## src/rtl/led_arbiter_pkg.sv

```systemverilog
// Shared owner/state encoding and counter-width helper for the LED arbiter.
// No logic, so there is no latency and no backpressure.
package led_arbiter_pkg;

    typedef enum logic [1:0] {
        OWN_HB    = 2'd0,
        OWN_PI    = 2'd1,
        OWN_PULSE = 2'd2
    } owner_e;

    function automatic int cnt_w(input int n);
        return ($clog2(n) > 0) ? $clog2(n) : 1;
    endfunction

endpackage

```

## src/rtl/led_arbiter_if.sv

```systemverilog
// Pin-side bundle of the LED arbiter: Pi/pulse requests in, LED and status out.
// Plain wires with no latency; there is no backpressure on any signal.
interface led_arbiter_if;
    import led_arbiter_pkg::*;

    logic   gpio_in;
    logic   pulse_req;
    logic   user_led;
    logic   gpio_level;
    logic   gpio_rise;
    owner_e owner;

    modport master (
        output gpio_in, pulse_req,
        input  user_led, gpio_level, gpio_rise, owner
    );

    modport slave (
        input  gpio_in, pulse_req,
        output user_led, gpio_level, gpio_rise, owner
    );

endinterface

```

## src/rtl/led_arbiter_gpio_debounce.sv

```systemverilog
// Synchronise and debounce the raw Pi GPIO and emit rise/change strobes.
// 2 sync cycles plus DEBOUNCE_CYCLES stable cycles; no backpressure.
module gpio_debounce
    import led_arbiter_pkg::*;
#(
    parameter int DEBOUNCE_CYCLES = 120000
) (
    input  logic clk12,
    input  logic sys_rst_n,
    input  logic gpio_i,
    output logic level_o,
    output logic rise_o,
    output logic chg_o
);

    localparam int DW = cnt_w(DEBOUNCE_CYCLES);
    localparam logic [DW-1:0] DEB_LAST = DW'(DEBOUNCE_CYCLES - 1);

    logic          sync1_q;
    logic          sync2_q;
    logic          level_q;
    logic          rise_q;
    logic          chg_q;
    logic [DW-1:0] cnt_q;

    always_ff @(posedge clk12 or negedge sys_rst_n) begin
        if (!sys_rst_n) begin
            sync1_q <= 1'b0;
            sync2_q <= 1'b0;
            level_q <= 1'b0;
            rise_q  <= 1'b0;
            chg_q   <= 1'b0;
            cnt_q   <= '0;
        end else begin
            sync1_q <= gpio_i;
            sync2_q <= sync1_q;
            rise_q  <= 1'b0;
            chg_q   <= 1'b0;
            if (sync2_q == level_q) begin
                cnt_q <= '0;
            end else if (cnt_q == DEB_LAST) begin
                // Strobes are registered alongside level so they line up with it.
                level_q <= sync2_q;
                rise_q  <= sync2_q;
                chg_q   <= 1'b1;
                cnt_q   <= '0;
            end else begin
                cnt_q <= cnt_q + DW'(1);
            end
        end
    end

    assign level_o = level_q;
    assign rise_o  = rise_q;
    assign chg_o   = chg_q;

endmodule

```

## src/rtl/led_arbiter.sv

```systemverilog
// Fixed-priority owner of the user LED: pulse > Pi GPIO > heartbeat.
// Owner/LED register one cycle after the triggering event; no backpressure.
module led_arbiter
    import led_arbiter_pkg::*;
#(
    parameter int DEBOUNCE_CYCLES = 120000,
    parameter int HEARTBEAT_DIV   = 6000000,
    parameter int PULSE_CYCLES    = 1200000,
    parameter int IDLE_CYCLES     = 36000000
) (
    input  logic          clk12,
    input  logic          sys_rst_n,
    led_arbiter_if.slave  bus
);

    localparam int HW = cnt_w(HEARTBEAT_DIV);
    localparam int PW = cnt_w(PULSE_CYCLES);
    localparam int IW = cnt_w(IDLE_CYCLES);
    localparam logic [HW-1:0] HB_LAST    = HW'(HEARTBEAT_DIV - 1);
    localparam logic [PW-1:0] PULSE_LAST = PW'(PULSE_CYCLES - 1);
    localparam logic [IW-1:0] IDLE_LAST  = IW'(IDLE_CYCLES - 1);

    logic gpio_level;
    logic gpio_rise;
    logic gpio_chg;

    gpio_debounce #(.DEBOUNCE_CYCLES(DEBOUNCE_CYCLES)) u_deb (
        .clk12     (clk12),
        .sys_rst_n (sys_rst_n),
        .gpio_i    (bus.gpio_in),
        .level_o   (gpio_level),
        .rise_o    (gpio_rise),
        .chg_o     (gpio_chg)
    );

    owner_e        state_q, state_d;
    logic [HW-1:0] hb_cnt_q, hb_cnt_d;
    logic          hb_q, hb_d;
    logic [PW-1:0] pcnt_q, pcnt_d;
    logic [IW-1:0] idle_q, idle_d;
    logic          led_q, led_d;
    logic          idle_exp;
    logic [IW-1:0] idle_inc;

    always_comb begin
        hb_cnt_d = (hb_cnt_q == HB_LAST) ? '0 : hb_cnt_q + HW'(1);
        hb_d     = hb_q ^ (hb_cnt_q == HB_LAST);
        idle_exp = (idle_q == IDLE_LAST);
        idle_inc = idle_exp ? idle_q : idle_q + IW'(1);
        state_d  = state_q;
        pcnt_d   = pcnt_q;
        idle_d   = idle_q;
        case (state_q)
            OWN_HB: begin
                // Parked at expiry so a pulse taken from HB falls back to HB.
                idle_d = gpio_chg ? '0 : IDLE_LAST;
                if (bus.pulse_req) begin
                    state_d = OWN_PULSE;
                    pcnt_d  = '0;
                end else if (gpio_rise) begin
                    state_d = OWN_PI;
                    idle_d  = '0;
                end
            end
            OWN_PI: begin
                idle_d = gpio_chg ? '0 : idle_inc;
                if (bus.pulse_req) begin
                    state_d = OWN_PULSE;
                    pcnt_d  = '0;
                end else if (!gpio_chg && idle_exp) begin
                    state_d = OWN_HB;
                end
            end
            OWN_PULSE: begin
                idle_d = gpio_chg ? '0 : idle_inc;
                if (bus.pulse_req) begin
                    pcnt_d = '0;
                end else if (pcnt_q == PULSE_LAST) begin
                    if (gpio_chg || !idle_exp) begin
                        state_d = OWN_PI;
                        idle_d  = '0;
                    end else begin
                        state_d = OWN_HB;
                    end
                end else begin
                    pcnt_d = pcnt_q + PW'(1);
                end
            end
            default: state_d = OWN_HB;
        endcase
        case (state_d)
            OWN_HB:    led_d = hb_d;
            OWN_PI:    led_d = gpio_level;
            OWN_PULSE: led_d = 1'b1;
            default:   led_d = 1'b0;
        endcase
    end

    always_ff @(posedge clk12 or negedge sys_rst_n) begin
        if (!sys_rst_n) begin
            state_q  <= OWN_HB;
            hb_cnt_q <= '0;
            hb_q     <= 1'b0;
            pcnt_q   <= '0;
            idle_q   <= '0;
            led_q    <= 1'b0;
        end else begin
            state_q  <= state_d;
            hb_cnt_q <= hb_cnt_d;
            hb_q     <= hb_d;
            pcnt_q   <= pcnt_d;
            idle_q   <= idle_d;
            led_q    <= led_d;
        end
    end

    assign bus.user_led   = led_q;
    assign bus.owner      = state_q;
    assign bus.gpio_level = gpio_level;
    assign bus.gpio_rise  = gpio_rise;

endmodule

```

## src/flat_wrapper.sv

```systemverilog
// flat-port wrapper written by rule: the top's interface ports become plain ports
module led_arbiter_flat import led_arbiter_pkg::*;
#(
    parameter int DEBOUNCE_CYCLES = 120000,
    parameter int HEARTBEAT_DIV   = 6000000,
    parameter int PULSE_CYCLES    = 1200000,
    parameter int IDLE_CYCLES     = 36000000
)
  (clk12, sys_rst_n, bus_gpio_in, bus_pulse_req, bus_user_led, bus_gpio_level, bus_gpio_rise, bus_owner);
  led_arbiter_if bus_i ();
  input  logic clk12;
  input  logic sys_rst_n;
  input wire logic [$bits(bus_i.gpio_in)-1:0] bus_gpio_in;
  input wire logic [$bits(bus_i.pulse_req)-1:0] bus_pulse_req;
  output wire logic [$bits(bus_i.user_led)-1:0] bus_user_led;
  output wire logic [$bits(bus_i.gpio_level)-1:0] bus_gpio_level;
  output wire logic [$bits(bus_i.gpio_rise)-1:0] bus_gpio_rise;
  output wire logic [$bits(bus_i.owner)-1:0] bus_owner;
  assign bus_i.gpio_in = bus_gpio_in;
  assign bus_i.pulse_req = bus_pulse_req;
  assign bus_user_led = bus_i.user_led;
  assign bus_gpio_level = bus_i.gpio_level;
  assign bus_gpio_rise = bus_i.gpio_rise;
  assign bus_owner = bus_i.owner;
  led_arbiter #(.DEBOUNCE_CYCLES(DEBOUNCE_CYCLES), .HEARTBEAT_DIV(HEARTBEAT_DIV), .PULSE_CYCLES(PULSE_CYCLES), .IDLE_CYCLES(IDLE_CYCLES)) u_core (.clk12(clk12), .sys_rst_n(sys_rst_n), .bus(bus_i));
endmodule
```

## config.mk

```make
export PLATFORM = sky130hd
export DESIGN_NAME = led_arbiter_flat
export DESIGN_NICKNAME = d
export VERILOG_FILES = /design/src/rtl/led_arbiter_pkg.sv /design/src/rtl/led_arbiter_if.sv /design/src/rtl/led_arbiter_gpio_debounce.sv /design/src/rtl/led_arbiter.sv /design/src/flat_wrapper.sv
export SDC_FILE = /design/constraint.sdc
export NUM_CORES = 1
export LEC_CHECK = 0
export CORE_ASPECT_RATIO = 0.6
export CORE_MARGIN = 4
export CORE_UTILIZATION = 40
export CTS_CLUSTER_DIAMETER = 200
export DETAILED_ROUTE_END_ITERATION = 8
export HOLD_SLACK_MARGIN = 0.08
export PLACE_DENSITY = 0.65
export SLEW_MARGIN = 20
export SYNTH_ARGS = -nofsm -noshare
export SYNTH_HDL_FRONTEND = slang
export SYNTH_SLANG_ARGS = --single-unit
```

## constraint.sdc

```tcl
create_clock -name clk12 -period 2.8 [get_ports clk12]
set_input_delay 0.42 -clock clk12 [delete_from_list [all_inputs] [get_ports clk12]]
set_output_delay 0.42 -clock clk12 [all_outputs]
set_load 0.05 [all_outputs]
```

### Word level (Yosys, flattened, before mapping)

Cells that the tools add are included.

* flip-flop bits (word level): 96
* bits of input ports: 4
* output and inout bits: 5

* add/subtract/negate cells: 4
* equal/unequal tests: 11
* muxes and demuxes: 29
* bitwise operators: 2
* reduce and logical (&&, ||, !) cells: 11

Operators with widths (number)
* $mux 26: 8
* $pmux 26 s3: 1
* $mux 21: 3
* $pmux 21 s2: 1
* $mux 17: 2
* $add 26x1->26 const B: 1
* $eq 26x26->1 const B: 1
* $add 23x1->23 const B: 1
* $eq 23x23->1 const B: 1
* $mux 23: 1
* $add 21x1->21 const B: 1
* $eq 21x21->1 const B: 1
* $add 17x1->17 const B: 1
* $eq 17x17->1 const B: 1
* $mux 2: 6
* $pmux 2 s3: 1
* $mux 1: 5
* $eq 2x1->1 const B: 2
* $eq 2x2->1 const B: 2
* $logic_not 2->1: 2
* $ne 3x3->1 const B: 1
* $pmux 1 s3: 1
* $reduce_and 3->1: 1
* $reduce_bool 3->1: 1
* 10 further kinds: 11

### Depth between registers and ports, before layout

Gate-level depths: netlist of the first run.

* depth in word-level cells: 9
* mapped depth: 9
* mapped depth without buffers: 8

### Hierarchy

Synthesis of the first run repeated with hierarchy kept, for this count alone.

* cells, all modules: 573
* area, all modules: 5401.4 µm²

Modules (own cells, without submodules)
* led_arbiter: instances 1, cells each 476, area each 4357.9 µm², seq. area each 1851.8 µm²
* gpio_debounce: instances 1, cells each 97, area each 1043.5 µm², seq. area each 550.5 µm²

### Least setup slack after synthesis of the first run

OpenSTA, ideal clock, no wires.

* path kind: register -> register
* start point: register u_core.state_q[1] (netlist: u_core.bus.owner[1])
* end point: register u_core.pcnt_q[8]
* setup time: 135 ps
* data arrival time: 2162 ps
* data required time: 2665 ps
* slack: 503 ps
* stages on the path, launching flop included: 10
* cells stage by stage: dfrtp_1 -> inv_1 -> ha_1 -> nor2_1 -> o21bai_1 -> a31oi_1 -> clkbuf_1 -> nand3_1 -> xor2_1 -> nor2_1

* longest elaborated chain between the ends: 4

Ends and longest elaborated chain
* from (decl): RTL line led_arbiter.sv:36 `owner_e state_q, state_d;`
* from (signal assigned): RTL line led_arbiter.sv:108 `state_q <= state_d;`
* $eq 2x1->1 / $logic_not 2->1 (equally long branches): RTL line led_arbiter.sv:53 `case (state_q)`
* $reduce_or 2->1 (no source line)
* $ne 2x1->1 (no source line) / $reduce_bool 2->1 (equally long branches)
* $reduce_and 3->1 (no source line)
* to (signal assigned): RTL line led_arbiter.sv:111 `pcnt_q <= pcnt_d;`
* to (decl): RTL line led_arbiter.sv:39 `logic [PW-1:0] pcnt_q, pcnt_d;`

Several ways; a longest one is shown, not always the timed one.
A chain may end at the register's enable or synchronous reset.

### Worst setup path in the final report of the first run

* start point: register u_core.idle_q[0]
* end point: register u_core.idle_q[24]

* longest elaborated chain between the ends: 7

Ends and longest elaborated chain
* from (decl): RTL line led_arbiter.sv:40 `logic [IW-1:0] idle_q, idle_d;`
* from (signal assigned): RTL line led_arbiter.sv:112 `idle_q <= idle_d;`
* $add 26x1->26 / $eq 26x26->1 (equally long branches): RTL line led_arbiter.sv:49, led_arbiter.sv:48
* $mux 26 / $logic_not 1->1 (equally long branches): RTL line led_arbiter.sv:49, led_arbiter.sv:79
* $mux 26 / $logic_or 1x1->1 (equally long branches): RTL line led_arbiter.sv:66, led_arbiter.sv:75, led_arbiter.sv:79
* $mux 26: RTL line led_arbiter.sv:79 `if (gpio_chg || !idle_exp) begin`
* $mux 26: RTL line led_arbiter.sv:78 `end else if (pcnt_q == PULSE_LAST) begin`
* $mux 26: RTL line led_arbiter.sv:76 `if (bus.pulse_req) begin`
* $pmux 26 s3 (*): RTL line led_arbiter.sv:53

Mark *: on every way between the ends. The rest lies on a longest branch, timed or not.

==> summary.md, run 1 <==
| Metric | Value |
|---|---|
| Status | `completed` |
| Final hold violations | `0` |
| Antenna violations before repair | `0` |
| Simple-Gate Fraction of Synth Area | `28.9%` |
| Synth area leader | `dfrtp_1` |
| Syn. warnings | `0` |
| Tightest Hold Check Type | `primary input to async pin` |
| Post-synth top cells | `dfrtp_1, nor2_1, nand3_1` |
| Xor and xnor fraction of the mapped netlist area | `7.49%` |
| Clock sinks | `96` |
| Die area | `15100 um2` |
| Slew Limit Fails | `0` |
| Via count | `4396` |
| TritonCTS Buffers | `9` |
| Worst slew margin | `54.2%` |
| Worst-Skew Late Latency | `0.35 ns` |
| Max-cap violation count | `0` |
| # port buffers | `8` |
| Compound-Gate Fraction of Synth Area | `12.1%` |
| Power Density | `451 nW/um2` |
| Routed vias/inst | `5.68` |
| Share of flip-flops with an asynchronous set or reset | `100%` |
| Synth Area in Adders | `2.14%` |
| DP HPWL | `9.00 mm` |
| Worst Path Max Fanout | `6` |
| Clk_skew | `0.00718 ns` |
| Sequential area share after synthesis | `45.7%` |
| Endpoint class of the critical path | `register` |
| Area of the multi-input gates | `2700 um2` |
| CP Class | `register to register` |
| Die height | `96.8 um` |
| Cells after synthesis | `578` |
| Filler Cell Count | `1201` |
| Register area | `2400 um2` |
| Ys flop type | `dfrtp_1` |
| Wire length per cell | `16.0 um` |
| CTS tree | `built` |
| Final wirelength | `12.4 mm` |
| Worst vdd ir | `0.000270 V` |
| CP Launch Type | `register` |
| Combinational family with the most area after synthesis | `simple AND/OR/NAND/NOR gates` |
| # hold bufs at CTS | `0` |
| Largest net degree at the start of global routing | `52` |
| H-tree Lvls | `3` |
| Initial Utilization | `40.9%` |
| Final std cells w/o fill | `774` |
| Max Clock Freq | `0.398 GHz` |
| Layout cells sized above 1 | `8.94%` |
| EDFF count, synth | `0` |
| Mean Syn Cell Area | `9.10 um2` |
| Mux share of post-synthesis cell area | `0.785%` |
| First-pass GRT wire length | `21.1 mm` |
| Setup TNS | `0 ns` |
| Fin crit share | `89.7%` |
| Routability congestion estimate | `0.892` |
| Worst hold margin | `0.0791 ns` |
| #FFs+latches synth | `96` |
| Required time of the critical path | `3.03 ns` |
| Placement Setup Slack | `0.256 ns` |
| Tightest Pin Transition | `0.681 ns` |
| Post-route ant nets | `0` |
| Die width | `156 um` |
| Number of DRC markers in iteration 0 | `452` |
| Arrival @ worst endpoint | `2.74 ns` |
| FF-to-FF path depth | `7` |
| Post-synthesis cell area | `5260 um2` |
| CTS root buffer | `clkbuf_16` |
| Unrepaired setup endpoints after global routing | `no` |
| Clk slew on worst S/H paths | `0.07 ns` |
| Placed insts | `758` |
| Antenna cell count | `0` |
| First-pass detailed-route iteration total | `6` |
| Post-CTS Setup Inserts | `0` |
| # IOs | `9` |
| Cell Rows | `32` |
| Tot Pwr | `0.00267 W` |
| Core ar. | `12900 um2` |
| # nets final | `612` |
| Vias in the first global route | `3999` |
| Post-CTS resize count | `0` |
| Min Tclk post-route | `2.51 ns` |
| Count leader, synth | `dfrtp_1` |
| Area grow syn2layout | `12.6%` |
| Overflow after GRT | `0` |
| Overall routing resource usage | `17.0%` |
| Clock buffer depth | `2` |
| Setup Viol. Count Final | `0` |
| PnR worst setup slack | `0.289 ns` |
| # DRC | `0` |
| Yosys cell types | `61` |
| P_leak | `2.57 nW` |
| Yosys top cell area share | `45.7%` |
| Synthesized Nets | `591` |
| Largest cells by area after synthesis | `dfrtp_1, nor2_1, xor2_1, nand3_1, nand2_1` |
## metrics by stage
step,instance area [um2],utilization (%)
floorplan,5260,-
global placement,5630,43.8
detailed placement,5630,43.8
CTS,5920,46.1
global route,5920,46.1
finish,5920,46.1
## logic make-up after synthesis
group / count (synthesis)
AO/OA/AOI/OAI: 97
XOR/XNOR: 45
adder cells (fa/ha/maj): 9
buffers and inverters: 38
flip-flops: 96
multiplexers: 4
AND/OR/NAND/NOR: 289
## worst paths after layout
check,endpoint,slack (ns),startpoint
setup / recovery,u_core.idle_q[24]$_DFFE_PN0P_,0.29,u_core.idle_q[0]$_DFFE_PN0P_
hold / removal,u_core.pcnt_q[20]$_DFFE_PN0P_,0.08,sys_rst_n
setup reg to reg,u_core.idle_q[24]$_DFFE_PN0P_,0.29,u_core.idle_q[0]$_DFFE_PN0P_
hold reg to reg,u_core.u_deb.sync2_q$_DFF_PN0_,0.36,u_core.u_deb.sync1_q$_DFF_PN0_
max in group asynchronous,u_core.hb_cnt_q[12]$_DFF_PN0_,2.02,sys_rst_n
min in group clk12,u_core.u_deb.sync2_q$_DFF_PN0_,0.36,u_core.u_deb.sync1_q$_DFF_PN0_
## where the power goes
group / leakage (nW) / switching [W] / internal, W
clock: 0.137 / 0.000576 / 0.000621
sequential: 1.23 / 0.00000953 / 0.00139
combinational: 1.19 / 0.0000516 / 0.0000189
## flip-flops by register name (all words and copies together), names as in the netlist
name                  cells
u_core.idle_q            26
u_core.hb_cnt_q          23
u_core.pcnt_q            21
u_core.u_deb.cnt_q       17
u_core.bus.owner          2
u_core.bus.user_led       1
u_core.hb_q               1
u_core.u_deb.chg_o        1
u_core.u_deb.level_o      1
u_core.u_deb.rise_o       1
u_core.u_deb.sync1_q      1
u_core.u_deb.sync2_q      1
## cell type report
class | instances | area share (%)
well taps | 170 | 3.59
multi-input cells | 444 | 45.6
flip-flops and latches | 96 | 40.6
clock buffers | 9 | 3.80
clock inverters | 7 | 1.10
repair buffers | 28 | 4.06
inverters | 20 | 1.27
## layout by cell type (no fill, tap or decap), drive strengths merged, types with 3 or more instances in the layout
cell type,count
nor2b,5
xor2,29
nor3,9
nand3b,4
clkbuf,9
buf,21
a21oi,25
nor4,12
xnor2,16
nand2b,3
and3,14
and2,7
or2,4
o211ai,6
dfrtp,96
inv,23
and4,5
o31ai,5
clkdlybuf4s50,7
ha,9
mux2i,3
o22ai,3
or3,6
nor2,79
a31oi,8
o21ai,26
a2bb2oi,3
o311ai,3
nand3,50
nand4,30
nand2,50
## critical path, stage by stage (launching register included)
cell      delay (ns)
dfrtp_1         0.42
ha_1            0.24
nand3_1         0.24
nor4_1          0.48
nand3b_1        0.20
nor2_1          0.33
mux2i_1         0.13
o41ai_1         0.35
## per-layer routing
metal	routed length, um	global-route usage (%)	up-vias	share of wire (%)
li1	-	-	2128	-
met1	6510	28.7	2091	53
met2	4680	20.7	170	38
met3	1100	4.96	7	8.9
met4	78	3.23	0	0.63
met5	0	0	-	0
(Power assumes the default switching activity.)
==> run 2: changes to the inputs <==
--- a/config.mk
+++ b/config.mk
@@ -8,8 +8,10 @@
 export CORE_ASPECT_RATIO = 0.6
 export CORE_MARGIN = 4
 export CORE_UTILIZATION = 40
+export CTS_BUF_LIST = sky130_fd_sc_hd__clkbuf_8
 export CTS_CLUSTER_DIAMETER = 200
 export DETAILED_ROUTE_END_ITERATION = 8
+export GPL_ROUTABILITY_DRIVEN = 0
 export HOLD_SLACK_MARGIN = 0.08
 export PLACE_DENSITY = 0.65
 export SLEW_MARGIN = 20
==> run 2 against run 1 <==
Sequential cell count did not move. Power fell by 11%. First-iteration DRC count rose by 0.44%. Worst hold slack better by 0.28 ns. Final cell count up 0.13%. Largest cell class unchanged.
==> summary.md, run 2 (synthesis gave the netlist of run 1 again) <==
| Metric | Value |
|---|---|
| Area grow syn2layout | `10.9%` |
| Most common cell after layout, fill and taps aside | `dfrtp_1` |
| Largest net degree at the start of global routing | `52 (unchanged)` |
| Power Density | `406 nW/um2 (-10%)` |
| Clock sinks | `96 (unchanged)` |
| Commonest cells after routing, fill and taps aside | `dfrtp_1, nor2_1, nand3_1` |
| Antenna violations before repair | `0 (unchanged)` |
| Worst-Skew Late Latency | `0.39 ns (+0.04 ns)` |
| # IOs | `9 (unchanged)` |
| Worst Path Max Fanout | `6 (unchanged)` |
| Setup Viol. Count Final | `0 (unchanged)` |
| Unrepaired setup endpoints after global routing | `no` |
| Regs by FF count | `u_core.idle_q (26), u_core.hb_cnt_q (23), u_core.pcnt_q (21)` |
| Min Tclk post-route | `2.48 ns (-0.0336 ns)` |
| First-pass GRT wire length | `21.2 mm (+0.43%)` |
| Initial Utilization | `40.9% (unchanged)` |
| Bufs and invs on worst path | `0 (unchanged)` |
| Clk slew on worst S/H paths | `0.11 ns (+0.04 ns)` |
| CTS root buffer | `clkbuf_8` |
| Core ar. | `12900 um2 (unchanged)` |
| Final hold violations | `0 (unchanged)` |
| CTS tree | `built` |
| Max Clock Freq | `0.404 GHz (+1.4%)` |
| TritonCTS Buffers | `9 (unchanged)` |
| Overall routing resource usage | `17.1% (+0.11 points)` |
| Core Util, Final | `45.4% (-0.71 points)` |
| Placed insts | `758 (unchanged)` |
| # port buffers | `8 (unchanged)` |
| DP HPWL | `9.00 mm (unchanged)` |
| Die height | `96.8 um (unchanged)` |
| PnR worst setup slack | `0.322 ns (+0.0336 ns)` |
| Max-cap violation count | `0 (unchanged)` |
| Final wirelength | `12.4 mm (+0.68%)` |
| Largest Register | `u_core.idle_q` |
| Delay-heaviest family, CP | `simple AND/OR/NAND/NOR gates` |
| Via count | `4360 (-0.82%)` |
| Layout cells sized above 1 | `8.93% (-0.015 points)` |
| Antenna cell count | `0 (unchanged)` |
| Clk_skew | `0.0184 ns (+0.0112 ns)` |
| Number of DRC markers in iteration 0 | `454 (+0.44%)` |
| Routed vias/inst | `5.63 (-0.95%)` |
| CP max stage cell | `nor4_1` |
| Overflow after GRT | `0 (unchanged)` |
| Fin crit share | `88.5% (-1.2 points)` |
| Filler Cell Count | `1211 (+0.83%)` |
| Cell Chain, Critical Path | `ha_1, nand3_1, nor4_1, nand3b_1, nor2_1, mux2i_1, o41ai_1` |
| Placement Setup Slack | `0.256 ns (unchanged)` |
| # DRC | `0 (unchanged)` |
| Vias in the first global route | `4014 (+0.38%)` |
| Required time of the critical path | `3.08 ns (+0.05 ns)` |
| Final std cells w/o fill | `775 (+0.13%)` |
| CP Launch Type | `register` |
| Endpoint class of the critical path | `register` |
| P_leak | `2.52 nW (-1.6%)` |
| # nets final | `613 (+0.16%)` |
| Wire length per cell | `16.1 um (+0.55%)` |
| Status | `completed` |
| Arrival @ worst endpoint | `2.76 ns (+0.02 ns)` |
| Setup TNS | `0 ns (unchanged)` |
| Die width | `156 um (unchanged)` |
| Slew Limit Fails | `0 (unchanged)` |
| Tot Pwr | `0.00237 W (-11%)` |
| Max FFs per register | `26 (unchanged)` |
| H-tree Lvls | `3 (unchanged)` |
| Worst slew margin | `55.2% (+1.0 points)` |
| Max incr delay on CP | `0.49 ns (about the same)` |
| CP Class | `register to register` |
| Clock buffer depth | `2 (unchanged)` |
| Tightest Hold Check Type | `register to register` |
| Die area | `15100 um2 (unchanged)` |
| Tightest Pin Transition | `0.665 ns (-0.0154 ns)` |
| First-pass detailed-route iteration total | `6 (unchanged)` |
| Cell Rows | `32 (unchanged)` |
| Post-route ant nets | `0 (unchanged)` |
| Worst vdd ir | `0.000198 V (-26%)` |
run 2: cell count changes in the layout (fill, tap and decap cells not counted):
cell	previous run	this run
clkbuf_16	9	0
dlygate4sd3_1	0	1
clkbuf_8	0	9
run 2: path summary, 6_finish.rpt:
check / startpoint / end / slack [ns] / cells past startpoint
max in group asynchronous: sys_rst_n / u_core.hb_cnt_q[22]$_DFF_PN0_ / 1.52 / 3
max: u_core.idle_q[0]$_DFFE_PN0P_ / u_core.idle_q[24]$_DFFE_PN0P_ / 0.32 / 7
max reg2reg: u_core.idle_q[0]$_DFFE_PN0P_ / u_core.idle_q[24]$_DFFE_PN0P_ / 0.32 / 7
min reg2reg: u_core.u_deb.sync1_q$_DFF_PN0_ / u_core.u_deb.sync2_q$_DFF_PN0_ / 0.36 / 0
min: u_core.u_deb.sync1_q$_DFF_PN0_ / u_core.u_deb.sync2_q$_DFF_PN0_ / 0.36 / 0
min in group asynchronous: sys_rst_n / u_core.pcnt_q[0]$_DFFE_PN0P_ / 0.59 / 2
run 2: through the flow:
stage,cell area [um2],hold slack [ns]
floorplan,5260,0.124
global placement,5630,0.370
detailed placement,5630,0.365
CTS,5830,0.374
global route,5830,0.375
finish,5830,0.362
run 2: metal layers:
metal	global-route usage [%]	up-vias	wire length, um
met5	0	-	0
met4	3.43	0	87
met3	4.78	10	1080
met2	20.7	159	4750
met1	29.0	2070	6530
li1	-	2121	-
run 2: repair_timing:
item / in CTS / in global routing
resized for setup: 0 / 0
setup buffers: 0 / 0
endpoints found under the hold margin: 12 / 0
setup endpoints to repair: 0 / 0
hold buffers: 1 / 0
run 2: cell type report:
| class | instances | area [um2] | area share, % |
|---|---|---|---|
| multi-input cells | 444 | 2700 | 46.3 |
| flip-flops and latches | 96 | 2400 | 41.2 |
| repair buffers | 29 | 250 | 4.29 |
| well taps | 170 | 213 | 3.65 |
| clock buffers | 9 | 124 | 2.12 |
| inverters | 20 | 75.1 | 1.29 |
| clock inverters | 7 | 65.1 | 1.12 |
run 2: where the power goes:
part	switching [W]	internal (W)	total (W)
sequential	0.00000976	0.00139	0.00140
clock	0.000550	0.000341	0.000892
combinational	0.0000517	0.0000199	0.0000716
total	0.000612	0.00175	0.00237
run 2: worst register-to-register path: cells and delay by family (launching register included):
kind	cells	cell delay [ns]
muxes	1	0.13
DFF	1	0.43
AOI/OAI and AO/OA	1	0.34
adders and majority gates	1	0.24
and+or+nand+nor	4	1.25
==> run 3: changes to the inputs <==
--- a/config.mk
+++ b/config.mk
@@ -7,13 +7,13 @@
 export LEC_CHECK = 0
 export CORE_ASPECT_RATIO = 0.6
 export CORE_MARGIN = 4
-export CORE_UTILIZATION = 40
+export CORE_UTILIZATION = 38
 export CTS_BUF_LIST = sky130_fd_sc_hd__clkbuf_8
 export CTS_CLUSTER_DIAMETER = 200
 export DETAILED_ROUTE_END_ITERATION = 8
 export GPL_ROUTABILITY_DRIVEN = 0
 export HOLD_SLACK_MARGIN = 0.08
-export PLACE_DENSITY = 0.65
+export PLACE_DENSITY = 0.63
 export SLEW_MARGIN = 20
 export SYNTH_ARGS = -nofsm -noshare
 export SYNTH_HDL_FRONTEND = slang
==> run 3 against run 2 <==
Clock skew down 0.0022 ns. Setup slack improved by 0.073 ns. First-iteration DRC count grew 7.0%. Routed wire length increased by 0.97%. Count of clock-buffer cells in the layout unchanged. Register-to-register slack improved by 0.07 ns. Critical path depth stayed put. Largest power group unchanged.
==> summary.md, run 3 (synthesis gave the netlist of run 1 again) <==
| Metric | Value |
|---|---|
| R2r setup slk | `0.40 ns (+0.07 ns)` |
| Worst vdd ir | `0.000241 V (+22%)` |
| Antenna violations before repair | `0 (unchanged)` |
| Hold Path Sink | `u_core.u_deb.sync2_q$_DFF_PN0_` |
| Final hold violations | `0 (unchanged)` |
| Max-cap violation count | `0 (unchanged)` |
| Cell Chain, Critical Path | `ha_1, and3_1, nand4_2, o211ai_1, a21o_2, nand2_1, o311ai_1` |
| Unrepaired setup endpoints after global routing | `no` |
| Placed insts | `756 (-0.26%)` |
| R2R Path End | `u_core.idle_q[23]$_DFFE_PN0P_` |
| Overall routing resource usage | `16.2% (-0.92 points)` |
| Fin crit share | `85.9% (-2.6 points)` |
| Initial Utilization | `39.9% (-1.0 points)` |
| Wire length per cell | `16.3 um (+1.2%)` |
| Cell Rows | `32 (unchanged)` |
| Die area | `15900 um2 (+4.9%)` |
| PnR worst setup slack | `0.395 ns (+0.0729 ns)` |
| Regs by FF count | `u_core.idle_q (26), u_core.hb_cnt_q (23), u_core.pcnt_q (21)` |
| Arrival @ worst endpoint | `2.69 ns (-0.07 ns)` |
| # port buffers | `8 (unchanged)` |
| Delay-heaviest family, CP | `compound AO/OA/AOI/OAI gates` |
| Wire length on met1 | `6.50 mm (-0.44%)` |
| Design Area, Final | `5820 um2 (-0.26%)` |
| Max incr delay on CP | `0.44 ns (-0.05 ns)` |
| Clk_skew | `0.0161 ns (-0.00221 ns)` |
| First-pass detailed-route iteration total | `8 (+2)` |
| Via count | `4443 (+1.9%)` |
| # DRC | `0 (unchanged)` |
| Routed vias/inst | `5.75 (+2.2%)` |
| FF-to-FF path depth | `7 (unchanged)` |
| WHS Path Cells | `0 (unchanged)` |
| CTS tree | `built` |
| Number of DRC markers in iteration 0 | `486 (+7.0%)` |
| CP Launch Type | `register` |
| Die height | `99.1 um (+2.4%)` |
| Clk slew on worst S/H paths | `0.11 ns (about the same)` |
| Setup Viol. Count Final | `0 (unchanged)` |
| Power Density | `407 nW/um2 (+0.21%)` |
| Largest net degree at the start of global routing | `49 (-5.8%)` |
| TritonCTS Buffers | `9 (unchanged)` |
| Placed cell area | `5620 um2 (-0.27%)` |
| Setup TNS | `0 ns (unchanged)` |
| H-tree Lvls | `3 (unchanged)` |
| Largest Register | `u_core.idle_q` |
| Most common cell after layout, fill and taps aside | `dfrtp_1` |
| Layout cells sized above 1 | `8.96% (+0.030 points)` |
| Final wirelength | `12.6 mm (+0.97%)` |
| Worst slew margin | `46.9% (-8.3 points)` |
| Area grow syn2layout | `10.6%` |
| CP max stage cell | `dfrtp_1` |
| Overflow after GRT | `0 (unchanged)` |
| Post-CTS Setup Inserts | `0 (unchanged)` |
| Met3 wire length | `1.07 mm (-1.3%)` |
| Slew Limit Fails | `0 (unchanged)` |
| P_leak | `2.52 nW (-0.17%)` |
| Required time of the critical path | `3.09 ns (about the same)` |
| Status | `completed` |
| CTS root buffer | `clkbuf_8` |
| Post-route ant nets | `0 (unchanged)` |
| Commonest cells after routing, fill and taps aside | `dfrtp_1, nor2_1, nand3_1` |
| First-pass GRT wire length | `21.1 mm (-0.56%)` |
| Antenna cell count | `0 (unchanged)` |
| Placement Setup Slack | `0.0841 ns (-0.172 ns)` |
| Max Clock Freq | `0.416 GHz (+3.0%)` |
| FF-to-FF Start | `u_core.idle_q[0]$_DFFE_PN0P_` |
| Die width | `160 um (+2.5%)` |
| CP Class | `register to register` |
| Worst-Skew Late Latency | `0.38 ns (about the same)` |
| DR WL met2 | `4.90 mm (+3.1%)` |
| Vias in the first global route | `4053 (+0.97%)` |
| Clock buffer depth | `2 (unchanged)` |
| Clock sinks | `96 (unchanged)` |
| Bufs and invs on worst path | `0 (unchanged)` |
| Origin of the worst setup path | `u_core.idle_q[0]$_DFFE_PN0P_` |
| Worst Path Max Fanout | `11 (+5)` |
| Core ar. | `13200 um2 (+2.5%)` |
| # nets final | `611 (-0.33%)` |
| # IOs | `9 (unchanged)` |
| Tightest Hold Check Type | `register to register` |
| DP HPWL | `9.01 mm (about the same)` |
| Tightest Pin Transition | `0.789 ns (+0.124 ns)` |
| Final std cells w/o fill | `773 (-0.26%)` |
| HP Start | `u_core.u_deb.sync1_q$_DFF_PN0_` |
| Top routing layer in use | `met4` |
| Filler Cell Count | `1228 (+1.4%)` |
| Min Tclk post-route | `2.40 ns (-0.0729 ns)` |
| Endpoint class of the critical path | `register` |
| Max FFs per register | `26 (unchanged)` |
## run 3: changes by cell type in the layout (fill, tap and decap cells not counted), sizes merged
cell,change
buf,-2
clkinvlp,-1
inv,+1
## run 3: metal layers
| metal | vias to the layer above | GRT usage (%) |
|---|---|---|
| li1 | 2113 | - |
| met1 | 2142 | 25.8 |
| met2 | 175 | 20.8 |
| met3 | 13 | 4.84 |
| met4 | 0 | 4.36 |
| met5 | - | 0 |
## run 3: per-stage QoR
step | total power (W) | utilization [%] | hold WS [ns]
5_1_grt | 0.00247 | 44.2 | 0.382
2_1_floorplan | 0.00145 | - | 0.124
3_5_place_dp | 0.00150 | 42.6 | 0.343
4_1_cts | 0.00241 | 44.1 | 0.370
3_3_place_gp | 0.00150 | 42.6 | 0.338
6_report | 0.00237 | 44.2 | 0.366
## run 3: final cells by class
| class | count | area, um2 | share of cell area, % |
|---|---|---|---|
| clock buffers | 9 | 124 | 2.13 |
| clock inverters | 7 | 61.3 | 1.05 |
| inverters | 20 | 75.1 | 1.29 |
| multi-input cells | 444 | 2710 | 46.5 |
| flip-flops and latches | 96 | 2400 | 41.3 |
| well taps | 170 | 213 | 3.66 |
| repair buffers | 27 | 235 | 4.04 |
## run 3: worst register-to-register path: cells and delay by family (launching register included)
family,cells,cell delay (ns)
simple gates,3,0.81
flops,1,0.44
fa+ha+maj,1,0.23
compound gates,3,0.85
## run 3: repair_timing
action                                 in CTS  in global routing
hold buffers                                1                  0
endpoints found under the hold margin      42                  0
resized for setup                           0                  1
setup endpoints to repair                   0                  1
## run 3: how the worst max path moves through the flow
| stage | to | slack (ns) | cells past startpoint |
|---|---|---|---|
| after floorplan | u_core.pcnt_q[8]$_DFFE_PN0P_ | 0.50 | 9 |
| after global placement | u_core.idle_q[14]$_DFFE_PN0P_ | 0.19 | 7 |
| after detailed placement | u_core.idle_q[14]$_DFFE_PN0P_ | 0.08 | 7 |
| after CTS | u_core.idle_q[14]$_DFFE_PN0P_ | 0.26 | 7 |
| after global routing | u_core.idle_q[23]$_DFFE_PN0P_ | 0.14 | 7 |
| final | u_core.idle_q[23]$_DFFE_PN0P_ | 0.40 | 7 |
## run 3: power by group
group	switching, W	internal [W]
sequential	0.00000928	0.00139
combinational	0.0000525	0.0000203
clock	0.000548	0.000342
